[config.mk]
export PLATFORM = sky130hd
export DESIGN_NAME = gpio_irq_ctrl
export DESIGN_NICKNAME = d
export VERILOG_FILES = /design/src/rtl/gpio_pkg.sv /design/src/rtl/gpio_in_filter.sv /design/src/rtl/gpio_irq_ctrl.sv
export SDC_FILE = /design/constraint.sdc
export NUM_CORES = 1
export LEC_CHECK = 0
export ABC_AREA = 1
export BUFFER_PORTS_ARGS = -buffer_cell sky130_fd_sc_hd__buf_2
export CAP_MARGIN = 15
export CELL_PAD_IN_SITES_DETAIL_PLACEMENT = 1
export CELL_PAD_IN_SITES_GLOBAL_PLACEMENT = 2
export CORE_MARGIN = 2
export CORE_UTILIZATION = 25
export DETAILED_ROUTE_END_ITERATION = 16
export PLACE_DENSITY = 0.68
export SLEW_MARGIN = 30
export SYNTH_ARGS = -nofsm -noshare
export SYNTH_HDL_FRONTEND = slang
export SYNTH_SLANG_ARGS = --single-unit
export TNS_END_PERCENT = 20
[constraint.sdc]
create_clock -name i_Clk -period 4.05 [get_ports i_Clk]
set_clock_uncertainty 0.15 [all_clocks]
set_input_delay 0.2025 -clock i_Clk [delete_from_list [all_inputs] [get_ports i_Clk]]
set_output_delay 0.2025 -clock i_Clk [all_outputs]
set_load 0.01 [all_outputs]
[src/rtl/gpio_pkg.sv]
// Shared constants for the GPIO slave and its interrupt controller:
// register word offsets and default instance sizes.
package gpio_pkg;

  localparam int DEF_N_PINS = 8;
  localparam int DEF_FILT_W = 4;

  localparam logic [31:0] ADDR_DATA_IN = 32'd0;
  localparam logic [31:0] ADDR_RISE_EN = 32'd1;
  localparam logic [31:0] ADDR_FALL_EN = 32'd2;
  localparam logic [31:0] ADDR_MASK    = 32'd3;
  localparam logic [31:0] ADDR_PENDING = 32'd4;
  localparam logic [31:0] ADDR_FILTER  = 32'd5;

  // The map is dense from zero, so anything past FILTER is unmapped.
  function automatic logic addr_mapped(input logic [31:0] addr);
    return addr <= ADDR_FILTER;
  endfunction

endpackage

[src/rtl/gpio_in_filter.sv]
// One GPIO input lane: 2-flop synchronizer, persistence glitch filter and
// edge detection on the filtered value.
module gpio_in_filter #(
  parameter int FILT_W = 4
) (
  input  logic              clk,
  input  logic              rst_n,
  input  logic              pin,
  input  logic [FILT_W-1:0] thresh,
  input  logic              cnt_clr,
  output logic              f,
  output logic              rise,
  output logic              fall
);

  logic              sync_q;
  logic              s;
  logic              f_d;
  logic [FILT_W-1:0] cnt;
  logic [FILT_W:0]   cnt_next;
  logic [FILT_W:0]   thr;

  // Thresholds of 0 and 1 both accept a change on the first differing sample.
  assign thr      = (thresh == '0) ? {{FILT_W{1'b0}}, 1'b1} : {1'b0, thresh};
  assign cnt_next = {1'b0, cnt} + {{FILT_W{1'b0}}, 1'b1};

  // The counter measures how long s has disagreed with f; f only moves once
  // the disagreement has persisted for the full threshold.
  always_ff @(posedge clk or negedge rst_n) begin
    if (!rst_n) begin
      sync_q <= 1'b0;
      s      <= 1'b0;
      f      <= 1'b0;
      f_d    <= 1'b0;
      cnt    <= '0;
    end else begin
      sync_q <= pin;
      s      <= sync_q;
      f_d    <= f;
      if (cnt_clr) begin
        cnt <= '0;
      end else if (s != f) begin
        if (cnt_next >= thr) begin
          f   <= s;
          cnt <= '0;
        end else begin
          cnt <= cnt_next[FILT_W-1:0];
        end
      end else begin
        cnt <= '0;
      end
    end
  end

  assign rise = f & ~f_d;
  assign fall = ~f & f_d;

endmodule

[src/rtl/gpio_irq_ctrl.sv]
// GPIO edge-interrupt controller: per-pin filtered inputs, enable/mask/pending
// registers with write-1-to-clear, registered read port and interrupt line.
module gpio_irq_ctrl
  import gpio_pkg::*;
#(
  parameter int N_PINS = DEF_N_PINS,
  parameter int FILT_W = DEF_FILT_W
) (
  input  logic              i_Clk,
  input  logic              i_Rst,
  input  logic              i_WEnable,
  input  logic [31:0]       i_WAddr,
  input  logic [31:0]       i_WData,
  input  logic              i_REnable,
  input  logic [31:0]       i_RAddr,
  output logic [31:0]       o_RData,
  output logic              o_Err,
  input  logic [N_PINS-1:0] pin,
  output logic              o_Irq
);

  logic [N_PINS-1:0] rise_en;
  logic [N_PINS-1:0] fall_en;
  logic [N_PINS-1:0] mask;
  logic [N_PINS-1:0] pending;
  logic [FILT_W-1:0] filter;

  logic [N_PINS-1:0] f_vec;
  logic [N_PINS-1:0] rise_vec;
  logic [N_PINS-1:0] fall_vec;
  logic [N_PINS-1:0] set_ev;
  logic [N_PINS-1:0] w1c;
  logic [31:0]       rd_mux;

  logic wr_rise_en;
  logic wr_fall_en;
  logic wr_mask;
  logic wr_pending;
  logic wr_filter;
  logic unused_wdata;

  assign wr_rise_en   = i_WEnable && (i_WAddr == ADDR_RISE_EN);
  assign wr_fall_en   = i_WEnable && (i_WAddr == ADDR_FALL_EN);
  assign wr_mask      = i_WEnable && (i_WAddr == ADDR_MASK);
  assign wr_pending   = i_WEnable && (i_WAddr == ADDR_PENDING);
  assign wr_filter    = i_WEnable && (i_WAddr == ADDR_FILTER);
  assign unused_wdata = ^i_WData;

  for (genvar i = 0; i < N_PINS; i++) begin : g_pin
    gpio_in_filter #(
      .FILT_W (FILT_W)
    ) u_filt (
      .clk     (i_Clk),
      .rst_n   (i_Rst),
      .pin     (pin[i]),
      .thresh  (filter),
      .cnt_clr (wr_filter),
      .f       (f_vec[i]),
      .rise    (rise_vec[i]),
      .fall    (fall_vec[i])
    );
  end

  assign set_ev = (rise_vec & rise_en) | (fall_vec & fall_en);
  assign w1c    = wr_pending ? i_WData[N_PINS-1:0] : '0;

  always_comb begin
    rd_mux = '0;
    case (i_RAddr)
      ADDR_DATA_IN: rd_mux[N_PINS-1:0] = f_vec;
      ADDR_RISE_EN: rd_mux[N_PINS-1:0] = rise_en;
      ADDR_FALL_EN: rd_mux[N_PINS-1:0] = fall_en;
      ADDR_MASK:    rd_mux[N_PINS-1:0] = mask;
      ADDR_PENDING: rd_mux[N_PINS-1:0] = pending;
      ADDR_FILTER:  rd_mux[FILT_W-1:0] = filter;
      default:      rd_mux = '0;
    endcase
  end

  // Reads sample the registers before this edge's writes land, and a new
  // edge event overrides a simultaneous clear of the same pending bit.
  always_ff @(posedge i_Clk or negedge i_Rst) begin
    if (!i_Rst) begin
      rise_en <= '0;
      fall_en <= '0;
      mask    <= '0;
      pending <= '0;
      filter  <= '0;
      o_RData <= '0;
      o_Err   <= 1'b0;
      o_Irq   <= 1'b0;
    end else begin
      if (wr_rise_en) rise_en <= i_WData[N_PINS-1:0];
      if (wr_fall_en) fall_en <= i_WData[N_PINS-1:0];
      if (wr_mask)    mask    <= i_WData[N_PINS-1:0];
      if (wr_filter)  filter  <= i_WData[FILT_W-1:0];
      pending <= (pending & ~w1c) | set_ev;
      o_Irq   <= |(pending & mask);
      if (i_REnable) o_RData <= rd_mux;
      o_Err <= (i_REnable && !addr_mapped(i_RAddr)) ||
               (i_WEnable && !addr_mapped(i_WAddr));
    end
  end

endmodule

[Word level (Yosys, flattened, before mapping)]
Index checks and enable logic that the tools add are counted.
Word-level totals
  register bits: 110
Cells by class
  $add $sub $neg: 8
  order comparisons: 10
  equality and inequality tests: 18
  mux-type cells: 28
  bitwise operators: 40
  reductions and logical operators: 21
Operators by type and width (number)
  32-bit by 2-bit equality test with 1-bit output (second input constant): 4
  32-bit by 3-bit equality test with 1-bit output (second input constant): 4
  4-bit two-way mux: 25
  32-bit by 1-bit equality test with 1-bit output (second input constant): 2
  32-bit by 3-bit less-or-equal comparator with 1-bit output (second input constant): 2
  4-bit by 1-bit adder with 5-bit output (second input constant): 8
  8-bit bitwise AND: 4
  32-bit logical NOT: 1
  5-bit greater-or-equal comparator: 5
  4-bit one-hot mux with 6 select lines: 1
  3-bit AND reduction: 8
  4-bit one-hot mux with 5 select lines: 1
  1-bit NOT: 17
  1-bit bitwise AND: 16
  8-bit bitwise OR: 2
  5-bit by 4-bit greater-or-equal comparator with 1-bit output: 3
  8-bit two-way mux: 1
  1-bit != test: 8
  8-bit NOT: 1
  8-bit OR reduction: 1
  1-bit logical AND: 7
  4-bit logical NOT: 1
  1-bit logical NOT: 2
  1-bit logical OR: 1

[Logic depth before layout (Yosys ltp)]
Gate-level depths: netlist of the first run.
  depth in word-level cells: 6
  mapped depth: 15
  gate-level depth less buffers: 13

[Modules after synthesis]
From an unflattened synthesis of the first run, not the netlist that was laid out.
Unflattened totals
  cells, all modules: 807
  area, all modules: 6457.4 µm²
By module, submodules not included
  gpio_in_filter: times used 8, cells an instance 51, area an instance 439.2 µm², sequential area each 200.2 µm²
  gpio_irq_ctrl: times used 1, cells an instance 399, area an instance 2944.1 µm², sequential area each 1151.1 µm²

[Worst setup path after synthesis of the first run]
No wires, ideal clock.
  kind: register -> register
  start point: register filter[2]
  end point: register g_pin[3].u_filt.f
  setup time: 0.113 ns
  arrival: 1.892 ns
  data required time: 3.787 ns
  slack: 1.895 ns
  stages on the path, launching flop included: 16
  path buffers: 2
  clock period less this slack: 2.155 ns
  cells stage by stage: dfrtp_1 -> buf_4 -> buf_2 -> inv_1 -> a31o_2 -> ha_1 -> inv_1 -> a21oi_1 -> o21ai_0 -> inv_1 -> nand2_1 -> nand3_1 -> nand2_1 -> nand2_1 -> nand2_1 -> inv_1
On the way
  cells in the longest elaborated chain, start to end: 4
RTL lines
  start: declaration: line gpio_irq_ctrl.sv:26  | logic [FILT_W-1:0] filter;
  start signal: assignment: line gpio_irq_ctrl.sv:96  | if (wr_filter) filter <= i_WData[FILT_W-1:0];
  4-bit logical NOT: line gpio_in_filter.sv:24  | assign thr = (thresh == '0) ? {{FILT_W{1'b0}}, 1'b1} : {1'b0, thresh};
  4-bit two-way mux *: line gpio_in_filter.sv:24
  5-bit greater-or-equal comparator *: line gpio_in_filter.sv:43  | if (cnt_next >= thr) begin
  3-bit AND reduction (no line) *
  end signal: assignment: line gpio_in_filter.sv:44  | f <= s;
  end: declaration: line gpio_in_filter.sv:11  | output logic f,
Every way passes the cells marked *; elsewhere a longest branch is shown, timed or not.
A chain may end at the register's enable or synchronous reset.

[Final worst setup path of the first run]
  start point: register filter[1]
  end point: register g_pin[2].u_filt.cnt[3]
On the way
  cells in the longest elaborated chain, start to end: 6
RTL lines
  4-bit logical NOT: line gpio_in_filter.sv:24
  4-bit two-way mux *: line gpio_in_filter.sv:24
  5-bit greater-or-equal comparator *: line gpio_in_filter.sv:43
  4-bit two-way mux *: line gpio_in_filter.sv:43
  4-bit two-way mux *: line gpio_in_filter.sv:42  | end else if (s != f) begin
  4-bit two-way mux *: line gpio_in_filter.sv:40  | if (cnt_clr) begin
  end signal: assignment: line gpio_in_filter.sv:47  | cnt <= cnt_next[FILT_W-1:0];
  end: declaration: line gpio_in_filter.sv:19  | logic [FILT_W-1:0] cnt;
Marked as above.

==> metrics.md, run 1 <==
| Metric | Value |
|---|---|
| Cell taking the most area after synthesis | dfrtp_1 |
| Top post-synthesis cells by area | dfrtp_1, nand2_1, inv_1, nor2_1, nand3_1 |
| Worst reg2reg path endpoint | g_pin[2].u_filt.cnt[3] |
| Leak | 3.94 nW |
| Layout cell share with drive strength beyond 1 | 16.1% |
| Most frequent cells in the layout | nand2_1, inv_1, dfrtp_1 |
| Worst Path Required | roughly 4.2 ns |
| DRC Markers | 0 |
| Crit-path cells | inv_1, a31o_2, ha_1, inv_1, a21oi_1, o21ai_0, inv_1, nand2_1, nand3_1, nor2_1, nand2_1, nor2_1 |
| Final Max Tran Viols | 0 |
| Total chip power | 2.26 mW |
| Total of max-cap violations | 0 |
| RSZ-0062 raised after global routing | no |
| Synth top area share | 42.9% |
| Int Pwr | 1.64 mW |
| DIE AREA | 27000 um^2 |
| Gr busiest metal | met2 |
| Wire per inst | 14.4 um |
| CP top delay family | compound AO/OA/AOI/OAI gates |
| Area grow syn2layout | 19.1% |
| Clk Tree Root Cell | clkbuf_16 |
| Worst-path clk slew | 0.09 ns |
| Placement Cell Area | around 7200 um^2 |
| Global route total overflow | 0 |
| DR iter-0 viols | 171 |
| Design Area, Final | 7650 um^2 |
| Fill cells | 3089 |
| Clock Tree Buf Depth | 2 |
| Core area | 25200 um^2 |
| Drt first pass iters | 5 |
| Slew HR | a little under two fifths |
| Final Cycle Share | 67.3% |
| Worst Hold Path EP | o_Err |
| Syn_area_per_cell | 7.64 um^2 |
| Met1 Use GR | around 18% |
| Via count | about 5.6k |
| DP HPWL | 13300 um |
| DIE WIDTH | roughly 160 um |
| CTS tree | built |
| WL final | 18500 um |
| Crit end category | flop |
| Initial antenna violation count | 0 |
| Hold buffer count at cts | 17 |
| Leading cell type in the layout, fill and taps excluded | nand2_1 |
| Synth unique cells | 34 |
| Peak supply drop | about 170 uV |
| RR Startpoint | filter[1] |
| Number of buffers added on ports | 93 |
| Sequential-to-total area share from yosys stat | 42.9% |
| Inserted Diodes | 0 |
| End-of-flow core utilization | 30.4% |
| Vias in the first global route | 5700 |
| Period minus WS final | 2.73 ns |
| Post-route ant nets | 0 |
| # H-tree levels | 3 |
| Worst-Margin Slew | between 0.9 and 1 ns |
| Multi-input gate area | 2970 um^2 |
| Initial core utilization | 25.5% |
| Synth Instances | around 840 |
| Cell Rows | 58 |
| Hold/Removal Path Class | in -> reg |
| Die Y | 164 um |
| Hold Path Origin | i_WEnable |
| Post-CTS sizing | 0 |
| Worst-skew pair later-pin latency | 0.37 ns |
| CP Launch Type | flop |
| GRT Util Overall | 14.6% |
| Largest net degree at the start of global routing | 103 |
| FF+latch area | 2750 um^2 |
| Clk sinks | 110 |
| Final Hold Fails | 0 |
| Met3 Use GR | 3.03% |
| Pwr dens | 296 nW/um^2 |
| Final setup violation count | 0 |
| Status | finished clean |
| Achievable Freq | 367 MHz |
| Worst Path Buf+Inv | 3 |
| Mapped Area | 6420 um^2 |
| Switching share of power | a little over a quarter |
| Clock power share | between 40% and 50% |
| Crit Path Class | reg -> reg |
| CP max FO | 9 |
| Met2 GRT Util | around a quarter |
| Hold slack | between 0.004 and 0.005 ns |
| Combinational power share | about 7.9% |
| Slowest-stage cell, CP | a31o_2 |
| Crit-path most repeated cell | inv_1 |
| Gpl congestion | 0.734 |
| First-pass GRT wire length | 30000 um |
| Final nets | around 1.1k |
| # Post-CTS Setup Buffers | 0 |
| Seq cells post-synth | 110 |
| Cts bufs inserted | 9 |
| Worst R2R Path Depth | 12 |
| NetSw | 0.620 mW |
| Worst hold path depth | 3 |
| Via/cell ratio | 4.36 |
| Worst path arrival time | 2.87 ns |
| Ys Warns | 0 |
| CP max stage delay | 0.47 ns |
| Ports | 142 |
| Sequential Power Share | roughly 50% |
| Setup TNS | 0 ns |
| R2r setup slk | roughly 1.3 ns |
-- synth_stat cells (all sizes together) --
| library cell | instances |
|---|---|
| a21oi | 36 |
| a221oi | 1 |
| a22o | 1 |
| a31o | 1 |
| a31oi | 4 |
| buf | 35 |
| clkbuf | 2 |
| clkinv | 2 |
| conb | 1 |
| dfrtp | 110 |
| ha | 24 |
| inv | 134 |
| nand2 | 195 |
| nand3 | 78 |
| nand3b | 2 |
| nand4 | 9 |
| nor2 | 110 |
| nor3 | 20 |
| nor4 | 1 |
| o21ai | 48 |
| o21bai | 1 |
| or2 | 2 |
| xor2 | 24 |
-- sequential cells by signal (all words and copies together) (netlist names), 8 cells and up --
name / cells
g_pin.u_filt.f: 8
rise_en: 8
mask: 8
pending: 8
o_RData: 8
g_pin.u_filt.s: 8
g_pin.u_filt.sync_q: 8
fall_en: 8
g_pin.u_filt.f_d: 8
g_pin.u_filt.cnt: 32
-- layout make-up --
type	count	share of cell area (%)
tap	330	5.40
timing repair buffer	114	8.90
multi-input combinational	581	38.9
clock inverter	7	1.23
sequential	110	36.0
inverter	136	6.69
clock buffer	9	2.94
-- routing by layer --
metal  wire length [um]  up-vias  part of all wire [%]
met5                  0        -                     0
met4                354        0                   1.9
met3                724       22                   3.9
met2               9180      116                    50
met1               8260     2650                    45
li1                   -     2825                     -
-- power groups by stage --
stage                     Clock [mW]  Combinational (mW)  Sequential [mW]
final                          0.945               0.179             1.14
after global routing            1.03               0.206             1.14
after CTS                      0.993               0.184             1.14
after detailed placement           0               0.170             1.16
after global placement             0               0.169             1.16
after floorplan                    0              0.0862             1.16
-- stage by stage --
stage / std cells / setup WS [ns]
finish: 1287 / 1.32
floorplan: 864 / 1.89
detailed placement: 1254 / 1.28
CTS: 1287 / 1.26
global route: 1287 / 1.09
global placement: 1254 / 1.32
-- kinds of logic (layout without fill, tap and decap cells) --
family / count (synthesis) / count (layout) / synth area share [%]
DFF: 110 / 110 / 42.9
AOI/OAI and AO/OA: 92 / 92 / 8.16
adders and majority gates: 24 / 24 / 4.67
buffers and inverters: 173 / 266 / 12.3
xor gates and xnor gates: 24 / 24 / 3.27
other: 1 / 24 / 0.0584
and+or+nand+nor: 417 / 417 / 28.7
-- worst max-delay path by stage --
stage               from                      to  slack (ns)  cells past startpoint
2_1_floorplan  filter[2]       g_pin[3].u_filt.f        1.89                     15
3_3_place_gp   filter[1]       g_pin[6].u_filt.f        1.32                     13
3_5_place_dp   filter[1]       g_pin[6].u_filt.f        1.28                     13
4_1_cts        filter[1]  g_pin[2].u_filt.cnt[3]        1.26                     12
5_1_grt        filter[1]       g_pin[0].u_filt.f        1.09                     13
6_report       filter[1]  g_pin[2].u_filt.cnt[3]        1.32                     12
-- worst register-to-register path: stages, from the launching register on --
cell and delay, ns:
dfrtp_1 0.40, inv_1 0.42, a31o_2 0.47, ha_1 0.31, inv_1 0.05, a21oi_1 0.05, o21ai_0 0.14, inv_1 0.06
nand2_1 0.06, nand3_1 0.21, nor2_1 0.15, nand2_1 0.09, nor2_1 0.12
Power figures use the tool's default switching activity.
==> run 2, diff against run 1 <==
- clock period: 4.05 -> 2.6 ns (I/O delays scaled with it)
==> run 2 against run 1 <==
Register-to-register slack worse by 0.91 ns. Combinational power rose by 60%. Clock power is 58% higher. First-iteration DRC count grew 27%. Critical path type unchanged. Critical path depth is 1 higher. Clock-buffer cell count is the same. Routed wire length shrank 0.11%. Sequential power up 55%. Maximum frequency is 25% higher.
==> metrics.md, run 2 (synthesized netlist as in run 1, its figures left out) <==
| Metric | Value |
|---|---|
| Worst path arrival time | 2.31 ns (-0.56 ns) |
| Final setup violation count | 0 (unchanged) |
| DIE AREA | 27000 um^2 (unchanged) |
| DP HPWL | 13700 um (+3.2%) |
| Worst-Margin Slew | 0.671 ns (-0.266 ns) |
| Layout cell share with drive strength beyond 1 | 16.9% (+0.78 points) |
| Via/cell ratio | 4.34 (-0.47%) |
| Largest reg by FF count | g_pin.u_filt.cnt |
| Vias in the first global route | 5897 (+3.5%) |
| Initial antenna violation count | 0 (unchanged) |
| Cell Rows | 58 (unchanged) |
| DIE WIDTH | 164 um (unchanged) |
| Worst-skew pair later-pin latency | 0.37 ns (about the same) |
| Setup TNS | 0 ns (unchanged) |
| Clock power share | 42.1% (+0.3 points) |
| Crit Path Class | reg -> reg |
| Final nets | 1099 (+1.4%) |
| Finished Layout Cells | 1302 (+1.2%) |
| WL final | 18500 um (-0.11%) |
| Worst-path clk slew | 0.09 ns (about the same) |
| Clock Tree Buf Depth | 2 (unchanged) |
| Hold/Removal Path Class | in -> reg |
| Gpl congestion | 0.741 (+1.0%) |
| Number of buffers added on ports | 93 (unchanged) |
| Status | finished clean |
| Largest net degree at the start of global routing | 41 (-60%) |
| Final Max Tran Viols | 0 (unchanged) |
| Cts bufs inserted | 9 (unchanged) |
| Core area | 25200 um^2 (unchanged) |
| Cell count after placement | 1266 (+0.96%) |
| DRC Markers | 0 (unchanged) |
| Switching share of power | 27.7% (+0.28 points) |
| Wire per inst | 14.2 um (-1.3%) |
| Final Hold Fails | 0 (unchanged) |
| CP max stage delay | 0.40 ns (-0.07 ns) |
| Via count | 5652 (+0.69%) |
| Global route total overflow | 0 (unchanged) |
| Final Cycle Share | 84.1% (+17 points) |
| Pwr dens | 456 nW/um^2 (+54%) |
| CTS tree | built |
| Peak supply drop | 304 uV (+82%) |
| Drt first pass iters | 4 (-1) |
| Crit-path cells | inv_1, a31o_4, ha_1, inv_1, a21oi_1, o21ai_0, inv_1, nand2_1, nand3_1, nand2_1, nand2_1, nand2_1, inv_1 |
| Crit end category | flop |
| Total of max-cap violations | 0 (unchanged) |
| Achievable Freq | 457 MHz (+25%) |
| CP Launch Type | flop |
| # H-tree levels | 3 (unchanged) |
| Ports | 142 (unchanged) |
| Inserted Diodes | 0 (unchanged) |
| DR iter-0 viols | 217 (+27%) |
| Combinational power share | 8.1% (+0.2 points) |
| Most frequent cells in the layout | nand2_1, inv_1, dfrtp_1 |
| Slew HR | 55.0% (+18 points) |
| Clk Tree Root Cell | clkbuf_16 |
| Int Pwr | 2.57 mW (+56%) |
| Die Y | 164 um (unchanged) |
| Period minus WS final | 2.19 ns (-0.539 ns) |
| Worst Path Required | 2.73 ns (-1.47 ns) |
| Sequential Power Share | 49.9% (-0.4 points) |
| GRT Util Overall | 14.7% (+0.14 points) |
| Clk sinks | 110 (unchanged) |
| Initial core utilization | 25.5% (unchanged) |
| Slowest-stage cell, CP | dfrtp_1 |
| Post-route ant nets | 0 (unchanged) |
| Leading cell type in the layout, fill and taps excluded | nand2_1 |
| First-pass GRT wire length | 30500 um (+2.0%) |
| RSZ-0062 raised after global routing | no |
| NetSw | 0.983 mW (+59%) |
| CP max FO | 8 (-1) |
| Number of flip-flops in the largest register | 32 (unchanged) |
| Area grow syn2layout | 21.2% |
| Leak | 4.01 nW (+2.0%) |
-- run 2: worst paths after layout --
| check | startpoint | end | slack, ns | cells past startpoint |
|---|---|---|---|---|
| setup / recovery | filter[1] | g_pin[6].u_filt.f | 0.41 | 13 |
| hold / removal | i_RAddr[3] | o_Err | 0.01 | 5 |
| setup reg to reg | filter[1] | g_pin[6].u_filt.f | 0.41 | 13 |
| hold reg to reg | g_pin[4].u_filt.sync_q | g_pin[4].u_filt.s | 0.21 | 0 |
| max in group asynchronous | i_Rst | g_pin[2].u_filt.cnt[2] | 1.50 | 3 |
| min in group asynchronous | i_Rst | mask[0] | 0.16 | 2 |
-- run 2: what timing repair did --
item / 4_1_cts / 5_1_grt
buffers inserted: 0 / 0
setup endpoints to repair: 0 / 1
gates resized for setup: 0 / 1
hold buffers: 20 / 0
endpoints found under the hold margin: 77 / 0
-- run 2: final cells by class --
type	count	area (um^2)
clock buffer	9	225
clock inverter	7	93.8
fill	3088	17400
inverter	136	510
multi-input combinational	581	2980
sequential	110	2750
tap	330	413
timing repair buffer	129	813
-- run 2: metal layers --
metal,track usage [%],routed length [um],vias to the layer above
met2,25.8,9060,104
met5,0,0,-
met4,3.23,201,0
met1,18.6,8550,2683
li1,-,-,2854
met3,3.03,690,11
-- run 2: worst max-delay path: cells and delay by family (launching register included) --
kind	cells	cell delay (ns)
buffers and inverters	4	0.29
AO/OA/AOI/OAI	3	0.48
flip-flops	1	0.40
AND/OR/NAND/NOR	5	0.51
adder cells (fa/ha/maj)	1	0.26
-- run 2: per-stage QoR --
stage / hold WS, ns / instance area, um^2 / util [%] / total power, mW / worst slack [ns]
after floorplan: -0.316 / 6510 / - / 1.94 / 0.445
after global placement: 0.0167 / 7260 / 28.8 / 2.07 / 0.298
after detailed placement: 0.0253 / 7260 / 28.8 / 2.08 / 0.296
after CTS: 0.0173 / 7780 / 30.9 / 3.63 / 0.280
after global routing: 0.0514 / 7790 / 30.9 / 3.73 / 0.105
final: 0.0119 / 7790 / 30.9 / 3.55 / 0.414
-- run 2: power groups by stage --
stage / Clock (mW) / Sequential, mW / Combinational (mW)
6_report: 1.49 / 1.77 / 0.286
5_1_grt: 1.62 / 1.78 / 0.329
4_1_cts: 1.56 / 1.77 / 0.294
3_5_place_dp: 0 / 1.81 / 0.269
3_3_place_gp: 0 / 1.81 / 0.266
2_1_floorplan: 0 / 1.80 / 0.134
==> run 3, diff against run 2 <==
- clock period: 2.6 -> 2.2 ns (I/O delays scaled with it)
==> run 3 against run 2 <==
The flow now finishes with violations (negative hold slack). Largest cell class unchanged. First-iteration DRC count decreased by 16%. Final cell count increased by 1.7%. Register-to-register slack got worse by 0.27 ns. Combinational power increased by 18%. Clock-buffer cell count unchanged. Utilization increased by 1.3 points. Non-clock buffer count increased by 22.
==> metrics.md, run 3 (synthesized netlist as in run 1, its figures left out) <==
| Metric | Value |
|---|---|
| Status | finished with violations |
| Failing checks | negative hold slack |
| Total of max-cap violations | 0 (unchanged) |
| Core area | 25200 um^2 (unchanged) |
| DP HPWL | 14100 um (+3.3%) |
| DRC Markers | 0 (unchanged) |
| Met1 Use GR | 18.9% (+0.30 points) |
| CP Launch Type | primary input |
| DR iter-0 viols | 183 (-16%) |
| Hold Path Origin | i_RAddr[3] |
| Met2 GRT Util | 27.7% (+1.9 points) |
| Final Cycle Share | 95.4% |
| Crit end category | flop |
| Worst-path clk slew | 0.09 ns (about the same) |
| Die Y | 164 um (unchanged) |
| Clk sinks | 110 (unchanged) |
| Worst Hold Path EP | o_Err |
| Hold slack | -0.00214 ns (-0.0141 ns) |
| RSZ-0062 raised after global routing | yes |
| Peak supply drop | 360 uV (+18%) |
| Final setup violation count | 0 (unchanged) |
| Via/cell ratio | 4.29 (-1.1%) |
| Number of buffers added on ports | 93 (unchanged) |
| Clk Tree Root Cell | clkbuf_16 |
| Initial core utilization | 25.5% (unchanged) |
| CP top delay family | buffers and inverters |
| DIE AREA | 27000 um^2 (unchanged) |
| Cell count after placement | 1286 (+1.6%) |
| Worst reg2reg path endpoint | g_pin[4].u_filt.f |
| Finished Layout Cells | 1324 (+1.7%) |
| Cts bufs inserted | 9 (unchanged) |
| First-pass GRT wire length | 31800 um (+4.2%) |
| Gpl congestion | 0.762 (+2.8%) |
| Final Max Tran Viols | 0 (unchanged) |
| Clock Tree Buf Depth | 2 (unchanged) |
| CP max stage delay | 0.58 ns (+0.18 ns) |
| Total chip power | 4.14 mW (+17%) |
| Post-route ant nets | 0 (unchanged) |
| CP max FO | 6 (-2) |
| Final Hold Fails | 1 (+1) |
| Area grow syn2layout | 26.3% |
| R2r setup slk | 0.14 ns (-0.27 ns) |
| Via count | 5684 (+0.57%) |
| Met3 Use GR | 2.85% (-0.18 points) |
| Worst hold path depth | 5 (unchanged) |
| Gr busiest metal | met2 |
| Worst-skew pair later-pin latency | 0.36 ns (about the same) |
| Leak | 4.14 nW (+3.0%) |
| Global route total overflow | 0 (unchanged) |
| Hold/Removal Path Class | in -> reg |
| Vias in the first global route | 6088 (+3.2%) |
| Worst path arrival time | 2.25 ns (-0.06 ns) |
| DIE WIDTH | 164 um (unchanged) |
| WL final | 19100 um (+3.5%) |
| Achievable Freq | 476 MHz |
| Worst Path Buf+Inv | 3 (-1) |
| Setup TNS | 0 ns (unchanged) |
| Most frequent cells in the layout | nand2_1, inv_1, dfrtp_1 |
| Period minus WS final | 2.10 ns |
| Crit-path cells | dlygate4sd3_1, buf_2, nand2_1, nor3_2, nand2_2, nor3_4, nand2_2, dlygate4sd3_1, o21ai_2 |
| Place WS | -0.0438 ns (-0.340 ns) |
| Final nets | 1121 (+2.0%) |
| Initial antenna violation count | 0 (unchanged) |
| Worst Path Required | 2.35 ns (-0.38 ns) |
| Drt first pass iters | 6 (+2) |
| Design Area, Final | 8110 um^2 (+4.2%) |
| Placement Cell Area | 7450 um^2 (+2.6%) |
| Largest reg by FF count | g_pin.u_filt.cnt |
| Largest net degree at the start of global routing | 60 (+46%) |
| Pwr dens | 510 nW/um^2 (+12%) |
| Cell Rows | 58 (unchanged) |
| Number of flip-flops in the largest register | 32 (unchanged) |
| Layout cell share with drive strength beyond 1 | 20.9% (+4.1 points) |
| Wire per inst | 14.5 um (+1.7%) |
| Leading cell type in the layout, fill and taps excluded | nand2_1 |
| RR Startpoint | filter[1] |
| Ports | 142 (unchanged) |
| End-of-flow core utilization | 32.2% (+1.3 points) |
| Slowest-stage cell, CP | dlygate4sd3_1 |
| GRT Util Overall | 15.2% (+0.52 points) |
| Crit Path Class | in -> reg |
| Critical Path Source | i_WEnable |
| # H-tree levels | 3 (unchanged) |
| Final worst slack | 0.101 ns (-0.313 ns) |
| CTS tree | built |
| Worst R2R Path Depth | 14 (+1) |
| Inserted Diodes | 0 (unchanged) |
run 3: changes by cell type in the layout (fill, tap and decap cells not counted), sizes merged:
cell and delta:
clkinv +1, buf +22, inv -1
run 3: where the power goes:
part	switching, mW	internal, mW
clock network	0.887	0.819
logic	0.202	0.136
registers	0.0329	2.06
total	1.12	3.02
run 3: worst min-delay path: cells and delay by family:
kind / cells / cell delay, ns
simple gates: 3 / 0.22
buf+inv: 2 / 0.15
run 3: worst max-delay path by stage:
stage / slack, ns / endpoint / cells past startpoint
6_report: 0.10 / fall_en[6] / 9
5_1_grt: -0.03 / g_pin[5].u_filt.f / 14
4_1_cts: 0.04 / g_pin[1].u_filt.f / 14
3_5_place_dp: -0.04 / g_pin[5].u_filt.f / 14
3_3_place_gp: -0.02 / g_pin[5].u_filt.f / 14
2_1_floorplan: 0.04 / g_pin[3].u_filt.f / 15
run 3: layer usage:
layer	share of wire [%]	vias to the layer above
met5	0	-
met4	0.69	0
met3	3.3	6
met2	51	97
met1	45	2686
li1	-	2895
run 3: area by class of cell:
cell class / count / area (um^2)
Fill cell: 3091 / 17100
Sequential cell: 110 / 2750
Timing Repair Buffer: 151 / 1020
Inverter: 136 / 510
Clock inverter: 7 / 83.8
Clock buffer: 9 / 225
Multi-Input combinational cell: 581 / 3110
Tap cell: 330 / 413
run 3: what timing repair did:
item                                    4_1_cts  5_1_grt
hold buffers                                 20        0
endpoints found under the hold margin       151        0
endpoints found under the setup margin        6       41
setup buffers                                 0        2
gates resized for setup                       3       28
cloned                                        0        0
pin swaps                                     0       12
